--- config.mk ---
export PLATFORM = sky130hd
export DESIGN_NAME = mmio_uart_tx
export DESIGN_NICKNAME = d
export VERILOG_FILES = /design/src/rtl/mmio_uart_tx.sv
export SDC_FILE = /design/constraint.sdc
export NUM_CORES = 1
export LEC_CHECK = 0
export ABC_AREA = 1
export ABC_CLOCK_PERIOD_IN_PS = 2550
export BUFFER_PORTS_ARGS = -buffer_cell sky130_fd_sc_hd__buf_2
export CAP_MARGIN = 10
export CORE_MARGIN = 1
export CORE_UTILIZATION = 53
export DETAILED_ROUTE_END_ITERATION = 8
export PLACE_DENSITY_LB_ADDON = 0.3
export SYNTH_ARGS = -nofsm -noshare
export SYNTH_HDL_FRONTEND = slang
export SYNTH_SLANG_ARGS = --single-unit
--- constraint.sdc ---
create_clock -name clk -period 2.55 [get_ports clk]
set_input_delay 0.51 -clock clk [delete_from_list [all_inputs] [get_ports clk]]
set_output_delay 0.51 -clock clk [all_outputs]
set_load 0.02 [all_outputs]
--- src/rtl/mmio_uart_tx.sv ---
// Memory-mapped 8N1 UART transmitter sitting beside data_mem on the core's
// data-memory request bus. TXDATA stores feed a circular FIFO that a small
// FSM drains onto uart_tx_o; STATUS and BAUD_DIV are readable in the request cycle.
module mmio_uart_tx #(
   parameter logic [31:0] BASE_ADDR   = 32'h1000_0000,
   parameter int          FIFO_DEPTH  = 8,
   parameter logic [15:0] DEFAULT_DIV = 16'd868
) (
   input  logic        clk,
   input  logic        reset_n,
   input  logic        data_mem_req_i,
   input  logic [31:0] data_mem_addr_i,
   input  logic        data_mem_wr_i,
   input  logic [31:0] data_mem_wr_data_i,
   input  logic [1:0]  data_mem_byte_en_i,
   output logic [31:0] data_mem_rd_data_o,
   output logic        uart_sel_o,
   output logic        uart_tx_o,
   output logic        tx_empty_irq_o
);

   localparam int AW = (FIFO_DEPTH > 1) ? $clog2(FIFO_DEPTH) : 1;
   localparam int CW = AW + 1;
   localparam logic [CW-1:0] DEPTH_C = CW'(FIFO_DEPTH);

   typedef enum logic [1:0] {ST_IDLE, ST_START, ST_DATA, ST_STOP} state_t;

   // bus decode
   logic       hit;
   logic [1:0] offset;
   logic       push_req;
   logic       wr_status;
   logic       wr_baud;

   // FIFO and control registers
   logic [7:0]    fifo_mem [FIFO_DEPTH];
   logic [AW-1:0] wr_ptr;
   logic [AW-1:0] rd_ptr;
   logic [CW-1:0] count;
   logic          full;
   logic          empty;
   logic          push_ok;
   logic          pop;
   logic          overflow;
   logic [15:0]   baud_div;

   // transmit FSM
   state_t      state, state_d;
   logic [15:0] bit_cnt, bit_cnt_d;
   logic [2:0]  bit_idx, bit_idx_d;
   logic [7:0]  shift, shift_d;
   logic [15:0] bit_len, bit_len_d;
   logic        tx_empty_irq;

   logic [6:0]  count7;
   logic [31:0] status_word;
   logic        unused_bits;

   assign hit        = data_mem_req_i && (data_mem_addr_i[31:4] == BASE_ADDR[31:4]);
   assign offset     = data_mem_addr_i[3:2];
   assign uart_sel_o = hit;

   assign push_req  = hit && data_mem_wr_i && (offset == 2'd0);
   assign wr_status = hit && data_mem_wr_i && (offset == 2'd1);
   assign wr_baud   = hit && data_mem_wr_i && (offset == 2'd2) &&
                      ((data_mem_byte_en_i == 2'b01) || (data_mem_byte_en_i == 2'b10));

   assign full    = (count == DEPTH_C);
   assign empty   = (count == '0);
   // a pop in the same cycle frees a slot, so a push into a full FIFO still lands
   assign push_ok = push_req && (!full || pop);

   assign unused_bits = ^{data_mem_addr_i[1:0], data_mem_wr_data_i[31:16]};

   // FIFO pointers, occupancy, sticky overflow and the baud divisor register
   always_ff @(posedge clk) begin
      if (!reset_n) begin
         wr_ptr   <= '0;
         rd_ptr   <= '0;
         count    <= '0;
         overflow <= 1'b0;
         baud_div <= DEFAULT_DIV;
      end else begin
         if (push_ok) wr_ptr <= wr_ptr + AW'(1);
         if (pop)     rd_ptr <= rd_ptr + AW'(1);
         case ({push_ok, pop})
            2'b10:   count <= count + CW'(1);
            2'b01:   count <= count - CW'(1);
            default: count <= count;
         endcase
         if (push_req && full && !pop)
            overflow <= 1'b1;
         else if (wr_status && data_mem_wr_data_i[3])
            overflow <= 1'b0;
         if (wr_baud) baud_div <= data_mem_wr_data_i[15:0];
      end
   end

   // FIFO storage; pointers alone define which entries are valid
   always_ff @(posedge clk) begin
      if (push_ok) fifo_mem[wr_ptr] <= data_mem_wr_data_i[7:0];
   end

   // next-state logic: each bit is held for bit_len cycles by a down-counter
   always_comb begin
      state_d   = state;
      bit_cnt_d = bit_cnt;
      bit_idx_d = bit_idx;
      shift_d   = shift;
      bit_len_d = bit_len;
      pop       = 1'b0;
      case (state)
         ST_IDLE: begin
            if (!empty) begin
               pop       = 1'b1;
               shift_d   = fifo_mem[rd_ptr];
               bit_len_d = (baud_div == 16'd0) ? 16'd1 : baud_div;
               bit_cnt_d = bit_len_d - 16'd1;
               state_d   = ST_START;
            end
         end
         ST_START: begin
            if (bit_cnt == 16'd0) begin
               bit_cnt_d = bit_len - 16'd1;
               bit_idx_d = 3'd0;
               state_d   = ST_DATA;
            end else begin
               bit_cnt_d = bit_cnt - 16'd1;
            end
         end
         ST_DATA: begin
            if (bit_cnt == 16'd0) begin
               bit_cnt_d = bit_len - 16'd1;
               shift_d   = {1'b0, shift[7:1]};
               if (bit_idx == 3'd7) state_d = ST_STOP;
               else                 bit_idx_d = bit_idx + 3'd1;
            end else begin
               bit_cnt_d = bit_cnt - 16'd1;
            end
         end
         ST_STOP: begin
            if (bit_cnt == 16'd0) state_d = ST_IDLE;
            else                  bit_cnt_d = bit_cnt - 16'd1;
         end
         default: state_d = ST_IDLE;
      endcase
   end

   // FSM control state and the registered empty interrupt
   always_ff @(posedge clk) begin
      if (!reset_n) begin
         state        <= ST_IDLE;
         bit_cnt      <= '0;
         bit_idx      <= '0;
         tx_empty_irq <= 1'b1;
      end else begin
         state        <= state_d;
         bit_cnt      <= bit_cnt_d;
         bit_idx      <= bit_idx_d;
         tx_empty_irq <= empty && (state_d == ST_IDLE);
      end
   end

   // frame data and the per-frame bit length shadow (only read outside IDLE)
   always_ff @(posedge clk) begin
      shift   <= shift_d;
      bit_len <= bit_len_d;
   end

   assign uart_tx_o      = (state == ST_START) ? 1'b0 :
                           (state == ST_DATA)  ? shift[0] : 1'b1;
   assign tx_empty_irq_o = tx_empty_irq;

   assign count7      = 7'(count);
   assign status_word = {17'h0, count7, 4'h0, overflow, (state != ST_IDLE), empty, full};

   // same-cycle read mux; zero whenever the access is not a load hitting the window
   always_comb begin
      data_mem_rd_data_o = 32'h0;
      if (hit && !data_mem_wr_i) begin
         case (offset)
            2'd1:    data_mem_rd_data_o = status_word;
            2'd2:    data_mem_rd_data_o = {16'h0, baud_div};
            default: data_mem_rd_data_o = 32'h0;
         endcase
      end
   end

endmodule

Yosys cells after proc, flatten, opt, wreduce, memory -nomap -nowiden
Memories as Yosys holds them, arrays and structs flattened. A register that Yosys moved wholly into a read port is not among the register bits.
Cells that the tools add are included.
W data, S select, Z words.
- RAM bits: 64
- memories: 1
- input bits: 70
- output and inout port bits: 35
- bits in registers: 73
- word-level logic and storage cells: 102
- memories (name ; words ; width ; read ports ; clocked after Yosys merged registers in ; wr ports ; RTL line ; text):
    fifo_mem ; 8 ; 8 ; 1 ; 1 ; 1 ; 36 ; logic [7:0] fifo_mem [FIFO_DEPTH];
- bitwise logic cells: 1
- reduce and logical (&&, ||, !) cells: 33
- add/sub/neg operators: 8
- mux-type cells: 31
- equality and inequality tests: 17
- operator list (kind ; number):
    $mux W16 ; 5
    $pmux W16 S3 ; 1
    $sub A16 B1 Y16 const B ; 3
    $logic_not A16 Y1 ; 2
    $pmux W16 S2 ; 1
    $eq A28 B25 Y1 const B ; 1
    $mux W8 ; 2
    $pmux W8 S2 ; 1
    $mux W3 ; 5
    $logic_and A1 B1 Y1 ; 12
    $eq A2 B2 Y1 const B ; 5
    $mux W2 ; 5
    $ne A2 B2 Y1 const B ; 5
    $reduce_bool A2 Y1 ; 5
    $add A3 B1 Y3 const B ; 3
    $eq A2 B1 Y1 const B ; 4
    $mux W1 ; 8
    $pmux W2 S4 ; 1
    $pmux W4 S2 ; 1
    $logic_not A2 Y1 ; 3
    $pmux W3 S2 ; 1
    $add A4 B1 Y4 const B ; 1
    $eq A4 B4 Y1 const B ; 1
    $logic_not A4 Y1 ; 1
    other kinds (9) ; 13

Longest topological paths before layout
Gate-level depths: netlist of the first run.
- word-level depth: 7
- depth in mapped cells: 17

Worst setup path before layout of the first run
Ideal clock, no wire load.
- kind: register to register
- from: register state[0]
- to: register count[3]
- arrival time: 2.489 ns
- cell stages (with the launch flop): 16
- setup slack: -0.054 ns
- cells stage by stage: dfxtp_1 inv_1 ha_1 inv_1 nor2_2 nand2_1 inv_1 ha_1 nand2_1 nand2_1 a31oi_1 inv_1 nand2_1 nand3_1 nand2_1 nor2_1
- cells in the longest elaborated chain, start to end: 6
- elaborated cells between the ends (all ways): 8
- those cells by class: 2 x eq/ne; 2 x mux; 4 x reduce/logical
- RTL lines (what ; RTL line ; text):
    from (decl) ; 48 ; state_t state, state_d;
    from (signal assigned) ; 157 ; state <= state_d;
    $logic_not A2 Y1 * ; 112 ; case (state)
    $mux W1 * ; 112 ;
    named net pop ; 43 ; logic pop;
    $logic_or A1 B1 Y1 ; 71 ; assign push_ok = push_req && (!full || pop);
    $logic_and A1 B1 Y1 ; 71 ;
    $eq A2 B1 Y1 / $eq A2 B2 Y1 (equally long branches) ; 86 ; case ({push_ok, pop})
    $pmux W4 S2 / $reduce_bool A2 Y1 (equally long branches) ; -- ;
    to (signal assigned) ; 87 ; 2'b10: count <= count + CW'(1);
    to (signal assigned) ; 88 ; 2'b01: count <= count - CW'(1);
    to (signal assigned) ; 89 ; default: count <= count;
    to (decl) ; 39 ; logic [CW-1:0] count;
The timed path passes the listed nets; every way through them passes the cells marked *.
A chain may end at the register's enable or synchronous reset.

Final worst setup path of the first run
- from: register count[0]
- to: output data_mem_rd_data_o[1]
- cells in the longest elaborated chain, start to end: 3
- RTL lines (what ; RTL line ; text):
    $logic_not A4 Y1 ; 69 ; assign empty = (count == '0);
    $pmux W16 S2 ; 181 ; case (offset)
    $mux W16 ; 180 ; if (hit && !data_mem_wr_i) begin
    to (decl) ; 16 ; output logic [31:0] data_mem_rd_data_o,
Every way passes these cells.

==> report_table.html, run 1 <==
<table>
<tr><th>Metric</th><th>Value</th></tr>
<tr><th colspan="2">Floorplanning</th></tr>
<tr><td>Die Outline Area</td><td>0.0150 sq mm</td></tr>
<tr><td>IO Count</td><td>105</td></tr>
<tr><td>Die extent in y</td><td>123 um</td></tr>
<tr><td>Die extent in x</td><td>123 um</td></tr>
<tr><td>Starting density of the core</td><td>0.549</td></tr>
<tr><td>Num rows</td><td>43</td></tr>
<tr><td>Area of the placeable core</td><td>0.0140 sq mm</td></tr>
<tr><th colspan="2">Timing</th></tr>
<tr><td>Fin. Hold Viols</td><td>0</td></tr>
<tr><td>Final Max Tran Viols</td><td>0</td></tr>
<tr><td>RSZ-0062 raised after global routing</td><td>false</td></tr>
<tr><td>Setup ws final</td><td>0.181 ns</td></tr>
<tr><td>Setup Viol. Count Final</td><td>0</td></tr>
<tr><td>Post-Route Skew</td><td>0.0125 ns</td></tr>
<tr><td>Final worst path period need</td><td>2.37 ns</td></tr>
<tr><td>Setup tns final</td><td>0 ns</td></tr>
<tr><td>Slew of the pin with the lowest slew margin</td><td>0.663 ns</td></tr>
<tr><td>Relative slew slack</td><td>0.558</td></tr>
<tr><td>Final Cycle Share</td><td>0.929</td></tr>
<tr><td>Max Clock Freq</td><td>422 MHz</td></tr>
<tr><th colspan="2">Synth</th></tr>
<tr><td>Largest cells by area after synthesis</td><td>edfxtp_1 34%, dfxtp_1 14%, nand2_1 8.7%</td></tr>
<tr><td>Proportion of netlist area held by the largest area contributor</td><td>0.343</td></tr>
<tr><td>Total standard cell area after synthesis</td><td>0.00770 sq mm</td></tr>
<tr><td>Avg Cell Area, Syn</td><td>8.21 sq um</td></tr>
<tr><td>Total number of yosys warnings</td><td>0</td></tr>
<tr><td>Flip-flop cell with the highest count after synthesis</td><td>edfxtp_1</td></tr>
<tr><td>Leading area contributor after synthesis</td><td>edfxtp_1</td></tr>
<tr><td>Cells after Synth</td><td>939</td></tr>
<tr><td>Number of flops mapped to enable cells by yosys</td><td>88</td></tr>
<tr><td>Sequential fraction of the synthesis area</td><td>0.478</td></tr>
<tr><td>Distinct cell type count of the synthesized netlist</td><td>43</td></tr>
<tr><td>FF+latch count, synth</td><td>140</td></tr>
<tr><td>Async set-or-reset flop fraction in the synthesized netlist</td><td>0</td></tr>
<tr><th colspan="2">Placement</th></tr>
<tr><td>Port bufs</td><td>70</td></tr>
<tr><td>Post-placement worst setup slack</td><td>0.0361 ns</td></tr>
<tr><td>HPWL reported at the end of detailed placement</td><td>12900 um</td></tr>
<tr><td>RD Place Congestion</td><td>0.889</td></tr>
<tr><th colspan="2">Critical path</th></tr>
<tr><td>Highest-delay cell along the critical path</td><td>dfxtp_1</td></tr>
<tr><td>CP startpoint kind</td><td>register</td></tr>
<tr><td>Delay of the slowest cell on the worst path</td><td>0.36 ns</td></tr>
<tr><td>Arrival time at the worst endpoint</td><td>1.86 ns</td></tr>
<tr><td>Required arrival time at the worst endpoint</td><td>2.04 ns</td></tr>
<tr><td>Kind of cell adding the most delay to the critical path</td><td>simple AND/OR/NAND/NOR gates</td></tr>
<tr><td>Number of buffers and inverters on the critical path</td><td>2</td></tr>
<tr><td>Maximum fanout along the worst path</td><td>5</td></tr>
<tr><td>Critical register-to-register path startpoint</td><td>baud_div[3]</td></tr>
<tr><td>Worst Setup SP</td><td>count[0]</td></tr>
<tr><td>Sort of element at the end of the critical path</td><td>output pin</td></tr>
<tr><td>Crit path kind</td><td>register to output pin</td></tr>
<tr><td>Cell breakdown of the critical path</td><td>nor2_1 -&gt; nand3_1 -&gt; inv_2 -&gt; nand2_1 -&gt; a21oi_1 -&gt; buf_2</td></tr>
<tr><th colspan="2">Route</th></tr>
<tr><td>Residual DRC</td><td>0</td></tr>
<tr><td>Vias per inst</td><td>5.37</td></tr>
<tr><td>Detailed-route via count</td><td>6486</td></tr>
<tr><td>Total wire length</td><td>17800 um</td></tr>
<tr><td>Starting DRT DRC Count</td><td>645</td></tr>
<tr><td>Post-detailed-route count of antenna-violating nets</td><td>0</td></tr>
<tr><td>Routed length per instance</td><td>14.7 um</td></tr>
<tr><td>Count of TritonRoute iterations in the first routing pass</td><td>6</td></tr>
<tr><th colspan="2">Flow run</th></tr>
<tr><td># Max-Cap Violations</td><td>0</td></tr>
<tr><th colspan="2">Clocking</th></tr>
<tr><td>CTS tree</td><td>done</td></tr>
<tr><td>Root buffer cell</td><td>clkbuf_16</td></tr>
<tr><td>Number of buffers inserted for hold repair after clock tree synthesis</td><td>0</td></tr>
<tr><td>Clock net sink count</td><td>140</td></tr>
<tr><td>Number of H-tree levels</td><td>4</td></tr>
<tr><td>Later-pin clock latency in the skew report</td><td>0.43 ns</td></tr>
<tr><td>Clock tree buffer depth</td><td>2</td></tr>
<tr><td>Clock transition at path regs</td><td>0.06 ns</td></tr>
<tr><td>Total clock buffers created by CTS</td><td>17</td></tr>
<tr><th colspan="2">Final layout</th></tr>
<tr><td>Proportion of layout cells with a drive suffix above 1</td><td>0.165</td></tr>
<tr><td>Post-synthesis to final-layout area growth</td><td>15.4%</td></tr>
<tr><td>Net count, final</td><td>1104</td></tr>
<tr><td>Leading cell type in the layout, fill and taps excluded</td><td>nand2_1</td></tr>
<tr><td>Sequential Area</td><td>0.00369 sq mm</td></tr>
<tr><td># fillers</td><td>1186</td></tr>
<tr><td>Inserted Diodes</td><td>0</td></tr>
<tr><td>Core occupancy in the finished layout</td><td>0.633</td></tr>
<tr><td>Multi-input gate area</td><td>0.00338 sq mm</td></tr>
<tr><td>Most used cells in the layout excluding fill and tap cells</td><td>179 x nand2_1, 120 x nor2_1, 99 x inv_1, 88 x edfxtp_1, 70 x buf_2</td></tr>
<tr><th colspan="2">GRT</th></tr>
<tr><td>Vias in the first global route</td><td>5930</td></tr>
<tr><td>Number of antenna violations at the first check in global routing</td><td>0</td></tr>
<tr><td>Total global-route track usage</td><td>0.249</td></tr>
<tr><td>Largest net degree at the start of global routing</td><td>33</td></tr>
<tr><td>Global-route congestion overflow total</td><td>0</td></tr>
<tr><td>First-pass GRT wire length</td><td>28300 um</td></tr>
<tr><th colspan="2">Hold path</th></tr>
<tr><td>Min-delay worst type</td><td>primary input to register</td></tr>
<tr><td>Critical hold path startpoint</td><td>data_mem_wr_data_i[15]</td></tr>
<tr><th colspan="2">Power</th></tr>
<tr><td>Peak VDD IR</td><td>0.621 mV</td></tr>
<tr><td>Power density relative to cell area</td><td>1030 mW/mm^2</td></tr>
<tr><td>Total Power Consumption</td><td>9.12 mW</td></tr>
<tr><td>Leakage power total</td><td>3.77 nW</td></tr>
<tr><th colspan="2">Outcome</th></tr>
<tr><td>Run status</td><td>finished clean</td></tr>
</table>
-- metal layers --
layer	share of wire	track usage	wire length, um	vias to the layer above
met1	0.44	0.329	7870	2958
met3	0.072	0.0599	1280	34
met5	0	0	0	-
li1	-	-	-	3274
met4	0.018	0.102	325	0
met2	0.47	0.393	8280	220
-- cell usage after synthesis, types with 12 or more instances --
cell / instances
nor3_1: 20
a211oi_1: 12
nand3_1: 70
clkbuf_1: 32
a21oi_1: 52
buf_4: 16
inv_1: 100
nand2_1: 179
o21ai_0: 47
edfxtp_1: 88
nor2_1: 121
mux2i_1: 14
xor2_1: 13
nand4_1: 15
dfxtp_1: 52
ha_1: 18
o221ai_1: 14
-- worst register-to-register path, delay by kind of cell (launching register included) --
family	cells	cell delay (ns)
compound gates	2	0.33
simple gates	8	1.05
fa+ha+maj	1	0.19
flops	1	0.44
buf+inv	3	0.25
-- repair_timing --
action / CTS / global route
buffers inserted: 0 / 2
gates resized for setup: 0 / 6
setup endpoints to repair: 0 / 6
-- registers in the layout, indices dropped and copies added (netlist names), named ones only --
signal          cells
wr_ptr              3
bit_len            16
count               4
state               2
bit_cnt            16
baud_div           16
rd_ptr              3
overflow            1
fifo_mem           64
tx_empty_irq_o      1
bit_idx             3
shift               8
-- cells by family after synthesis --
| family | synth area share |
|---|---|
| simple gates | 0.246 |
| xor+xnor | 0.0227 |
| flops | 0.478 |
| mux | 0.0182 |
| compound gates | 0.110 |
| buf+inv | 0.0926 |
| other cells | 0.000487 |
| fa+ha+maj | 0.0318 |
-- through the flow --
step	hold WS, ns	area (sq um)	cells
after floorplan	0.433	7770	954
after global placement	0.449	8250	1174
after detailed placement	0.462	8250	1174
after CTS	0.352	8860	1206
after global routing	0.376	8890	1208
final	0.363	8890	1208
-- path summary, 6_finish.rpt --
kind	slack (ns)	cells after the start	endpoint
max reg2reg	0.23	14	bit_cnt[8]
min	0.36	3	baud_div[15]
min reg2reg	0.47	2	rd_ptr[2]
max	0.18	6	data_mem_rd_data_o[1]
-- final cells by class --
type                       instances  area share
sequential                       140       0.415
multi-input combinational        646       0.380
timing repair buffer             100      0.0647
clock buffer                      17      0.0479
inverter                         110      0.0469
tap                              180      0.0253
clock inverter                    15      0.0201
-- power by group --
group          total, mW  switching, mW  internal (mW)
Combinational       3.45           2.29           1.16
Clock               2.51           1.03           1.48
Sequential          3.16          0.300           2.86
Total               9.12           3.62           5.50
No activity file was read; power rests on OpenSTA's default activity.
==> inputs of run 2 (changes only) <==
- CORE_ASPECT_RATIO: unset -> 0.6
==> run 2 against run 1 <==
Die area increased by 0.11%; core utilization increased by 0.89 points; sequential power about the same; via count increased by 5.3%; critical endpoint is now data_mem_rd_data_o[2].
==> report_table.html, run 2 (synthesis gave the netlist of run 1 again) <==
<table>
<tr><th>Metric</th><th>Value</th></tr>
<tr><th colspan="2">Timing</th></tr>
<tr><td>Relative slew slack</td><td>0.548 (-0.00927)</td></tr>
<tr><td>Max Clock Freq</td><td>415 MHz (-1.8%)</td></tr>
<tr><td>Post-Route Skew</td><td>0.0135 ns (+0.000974 ns)</td></tr>
<tr><td>Final worst path period need</td><td>2.41 ns (+0.0433 ns)</td></tr>
<tr><td>Setup tns final</td><td>0 ns (unchanged)</td></tr>
<tr><td>Slew of the pin with the lowest slew margin</td><td>0.674 ns (+0.0111 ns)</td></tr>
<tr><td>Fin. Hold Viols</td><td>0 (unchanged)</td></tr>
<tr><td>RSZ-0062 raised after global routing</td><td>false</td></tr>
<tr><td>Final Cycle Share</td><td>0.946 (+0.0170)</td></tr>
<tr><td>Setup Viol. Count Final</td><td>0 (unchanged)</td></tr>
<tr><td>Final Max Tran Viols</td><td>0 (unchanged)</td></tr>
<tr><th colspan="2">Placement</th></tr>
<tr><td>Port bufs</td><td>70 (unchanged)</td></tr>
<tr><td>RD Place Congestion</td><td>0.923 (+3.9%)</td></tr>
<tr><td>HPWL reported at the end of detailed placement</td><td>14700 um (+14%)</td></tr>
<tr><td>Cell total after placement</td><td>1194 (+1.7%)</td></tr>
<tr><th colspan="2">Critical path</th></tr>
<tr><td>Kind of cell adding the most delay to the critical path</td><td>buffers and inverters</td></tr>
<tr><td>Crit path kind</td><td>register to output pin</td></tr>
<tr><td>Arrival time at the worst endpoint</td><td>1.90 ns (+0.04 ns)</td></tr>
<tr><td>Sort of element at the end of the critical path</td><td>output pin</td></tr>
<tr><td>Required arrival time at the worst endpoint</td><td>2.04 ns (about the same)</td></tr>
<tr><td>Delay of the slowest cell on the worst path</td><td>0.39 ns (+0.03 ns)</td></tr>
<tr><td>Depth of the critical timing path with buffers and inverters included</td><td>6 (unchanged)</td></tr>
<tr><td>Highest-delay cell along the critical path</td><td>dfxtp_1</td></tr>
<tr><td>Number of buffers and inverters on the critical path</td><td>3 (+1)</td></tr>
<tr><td>FF-to-FF path depth</td><td>15 (+1)</td></tr>
<tr><td>Maximum fanout along the worst path</td><td>4 (-1)</td></tr>
<tr><td>CP startpoint kind</td><td>register</td></tr>
<tr><td>CP dominant cell by count</td><td>inv_1</td></tr>
<tr><td>Cell breakdown of the critical path</td><td>inv_1 -&gt; ha_1 -&gt; inv_1 -&gt; a22oi_1 -&gt; nor2_1 -&gt; buf_2</td></tr>
<tr><th colspan="2">Route</th></tr>
<tr><td>Detailed-route via count</td><td>6833 (+5.3%)</td></tr>
<tr><td>Residual DRC</td><td>0 (unchanged)</td></tr>
<tr><td>Starting DRT DRC Count</td><td>720 (+12%)</td></tr>
<tr><td>Vias per inst</td><td>5.57 (+3.8%)</td></tr>
<tr><td>Post-detailed-route count of antenna-violating nets</td><td>0 (unchanged)</td></tr>
<tr><td>Total wire length</td><td>20200 um (+14%)</td></tr>
<tr><td>Routed length per instance</td><td>16.5 um (+12%)</td></tr>
<tr><td>Count of TritonRoute iterations in the first routing pass</td><td>6 (unchanged)</td></tr>
<tr><th colspan="2">Final layout</th></tr>
<tr><td>Non-filler instance count after layout</td><td>1226 (+1.5%)</td></tr>
<tr><td># fillers</td><td>1171 (-1.3%)</td></tr>
<tr><td>Sequential Area</td><td>0.00368 sq mm (about the same)</td></tr>
<tr><td>Post-synthesis to final-layout area growth</td><td>15.9%</td></tr>
<tr><td>Most used cells in the layout excluding fill and tap cells</td><td>179 x nand2_1, 119 x nor2_1, 100 x inv_1, 88 x edfxtp_1, 70 x buf_2</td></tr>
<tr><td>Flip-flop count of the largest register after layout</td><td>64 (unchanged)</td></tr>
<tr><td>Leading cell type in the layout, fill and taps excluded</td><td>nand2_1</td></tr>
<tr><td>Core occupancy in the finished layout</td><td>0.642 (+0.00886)</td></tr>
<tr><td>Most flops, register</td><td>fifo_mem</td></tr>
<tr><td>Net count, final</td><td>1110 (+0.54%)</td></tr>
<tr><td>Multi-input gate area</td><td>0.00340 sq mm (+0.55%)</td></tr>
<tr><td>Proportion of layout cells with a drive suffix above 1</td><td>0.168 (+0.00291)</td></tr>
<tr><td>Inserted Diodes</td><td>0 (unchanged)</td></tr>
<tr><th colspan="2">Clocking</th></tr>
<tr><td>Total clock buffers created by CTS</td><td>17 (unchanged)</td></tr>
<tr><td>CTS tree</td><td>done</td></tr>
<tr><td>Number of buffers inserted for hold repair after clock tree synthesis</td><td>0 (unchanged)</td></tr>
<tr><td>Clock net sink count</td><td>140 (unchanged)</td></tr>
<tr><td>CTS-repair resized insts</td><td>0 (unchanged)</td></tr>
<tr><td>Setup repair bufs after CTS</td><td>0 (unchanged)</td></tr>
<tr><td>Later-pin clock latency in the skew report</td><td>0.43 ns (about the same)</td></tr>
<tr><td>Number of H-tree levels</td><td>4 (unchanged)</td></tr>
<tr><td>Clock tree buffer depth</td><td>2 (unchanged)</td></tr>
<tr><td>Clock transition at path regs</td><td>0.07 ns (about the same)</td></tr>
<tr><td>Root buffer cell</td><td>clkbuf_16</td></tr>
<tr><th colspan="2">Power</th></tr>
<tr><td>Total Power Consumption</td><td>9.18 mW (+0.63%)</td></tr>
<tr><td>Peak VDD IR</td><td>0.535 mV (-14%)</td></tr>
<tr><td>Internal power</td><td>5.50 mW (about the same)</td></tr>
<tr><td>Portion of total power attributed to sequential cells</td><td>0.345 (about the same)</td></tr>
<tr><td>Leakage power total</td><td>3.78 nW (+0.32%)</td></tr>
<tr><td>Part of the power in the clock network</td><td>0.264 (-0.011)</td></tr>
<tr><td>Net switching fraction of the power</td><td>0.401 (+0.00350)</td></tr>
<tr><td>Power density relative to cell area</td><td>1030 mW/mm^2 (+0.15%)</td></tr>
<tr><td>Comb pwr share</td><td>0.391 (+0.013)</td></tr>
<tr><td>Net Switching</td><td>3.68 mW (+1.5%)</td></tr>
<tr><th colspan="2">Floorplanning</th></tr>
<tr><td>IO Count</td><td>105 (unchanged)</td></tr>
<tr><td>Starting density of the core</td><td>0.554 (+0.00503)</td></tr>
<tr><td>Die extent in x</td><td>158 um (+29%)</td></tr>
<tr><td>Area of the placeable core</td><td>0.0139 sq mm (-0.91%)</td></tr>
<tr><td>Num rows</td><td>33 (-23%)</td></tr>
<tr><td>Die extent in y</td><td>95.4 um (-22%)</td></tr>
<tr><td>Die Outline Area</td><td>0.0150 sq mm (+0.11%)</td></tr>
<tr><th colspan="2">GRT</th></tr>
<tr><td>Number of antenna violations at the first check in global routing</td><td>0 (unchanged)</td></tr>
<tr><td>Vias in the first global route</td><td>6084 (+2.6%)</td></tr>
<tr><td>Largest net degree at the start of global routing</td><td>33 (unchanged)</td></tr>
<tr><td>First-pass GRT wire length</td><td>32000 um (+13%)</td></tr>
<tr><td>Total global-route track usage</td><td>0.287 (+0.0380)</td></tr>
<tr><td>Global-route congestion overflow total</td><td>0 (unchanged)</td></tr>
<tr><th colspan="2">Outcome</th></tr>
<tr><td>Run status</td><td>finished clean</td></tr>
<tr><th colspan="2">Flow run</th></tr>
<tr><td># Max-Cap Violations</td><td>0 (unchanged)</td></tr>
<tr><th colspan="2">Hold path</th></tr>
<tr><td>Min-delay worst type</td><td>primary input to register</td></tr>
<tr><td>Number of cells on the worst hold path</td><td>3 (unchanged)</td></tr>
</table>
run 2: worst paths after layout:
path | slack (ns) | start | to
max | 0.14 | state[0] | data_mem_rd_data_o[2]
min | 0.36 | data_mem_wr_data_i[15] | baud_div[15]
max reg2reg | 0.27 | baud_div[12] | bit_cnt[8]
min reg2reg | 0.48 | rd_ptr[2] | rd_ptr[2]
run 2: power groups by stage:
stage	sequential [mW]	combinational [mW]	clock, mW
final	3.17	3.59	2.42
after CTS	3.16	3.49	2.41
after global placement	3.18	3.41	0
after global routing	3.21	3.96	2.52
after floorplan	3.12	2.60	0
after detailed placement	3.19	3.46	0
run 2: final cells by class:
class,count,share of cell area
clock buffer,23,0.0548
clock inverter,9,0.00953
inverter,110,0.0462
multi-input combinational,646,0.381
sequential,140,0.412
tap,192,0.0269
timing repair buffer,106,0.0695
run 2: routing by layer:
layer	up-vias	wire (um)	GRT usage
met3	19	2440	0.0705
li1	3279	-	-
met2	415	7790	0.394
met4	0	191	0.0728
met5	-	0	0
met1	3120	9750	0.445
run 2: worst min-delay path, cell delays in order:
cell and delay [ns]:
buf_2 0.10, nor2_1 0.09, a211oi_1 0.05
run 2: through the flow:
stage	cell area (sq um)	hold slack, ns	setup WS [ns]
after floorplan	7770	0.433	0.00683
after global placement	8330	0.448	0.133
after detailed placement	8330	0.454	0.129
after CTS	8900	0.358	0.0730
after global routing	8930	0.381	0.0202
final	8930	0.363	0.138
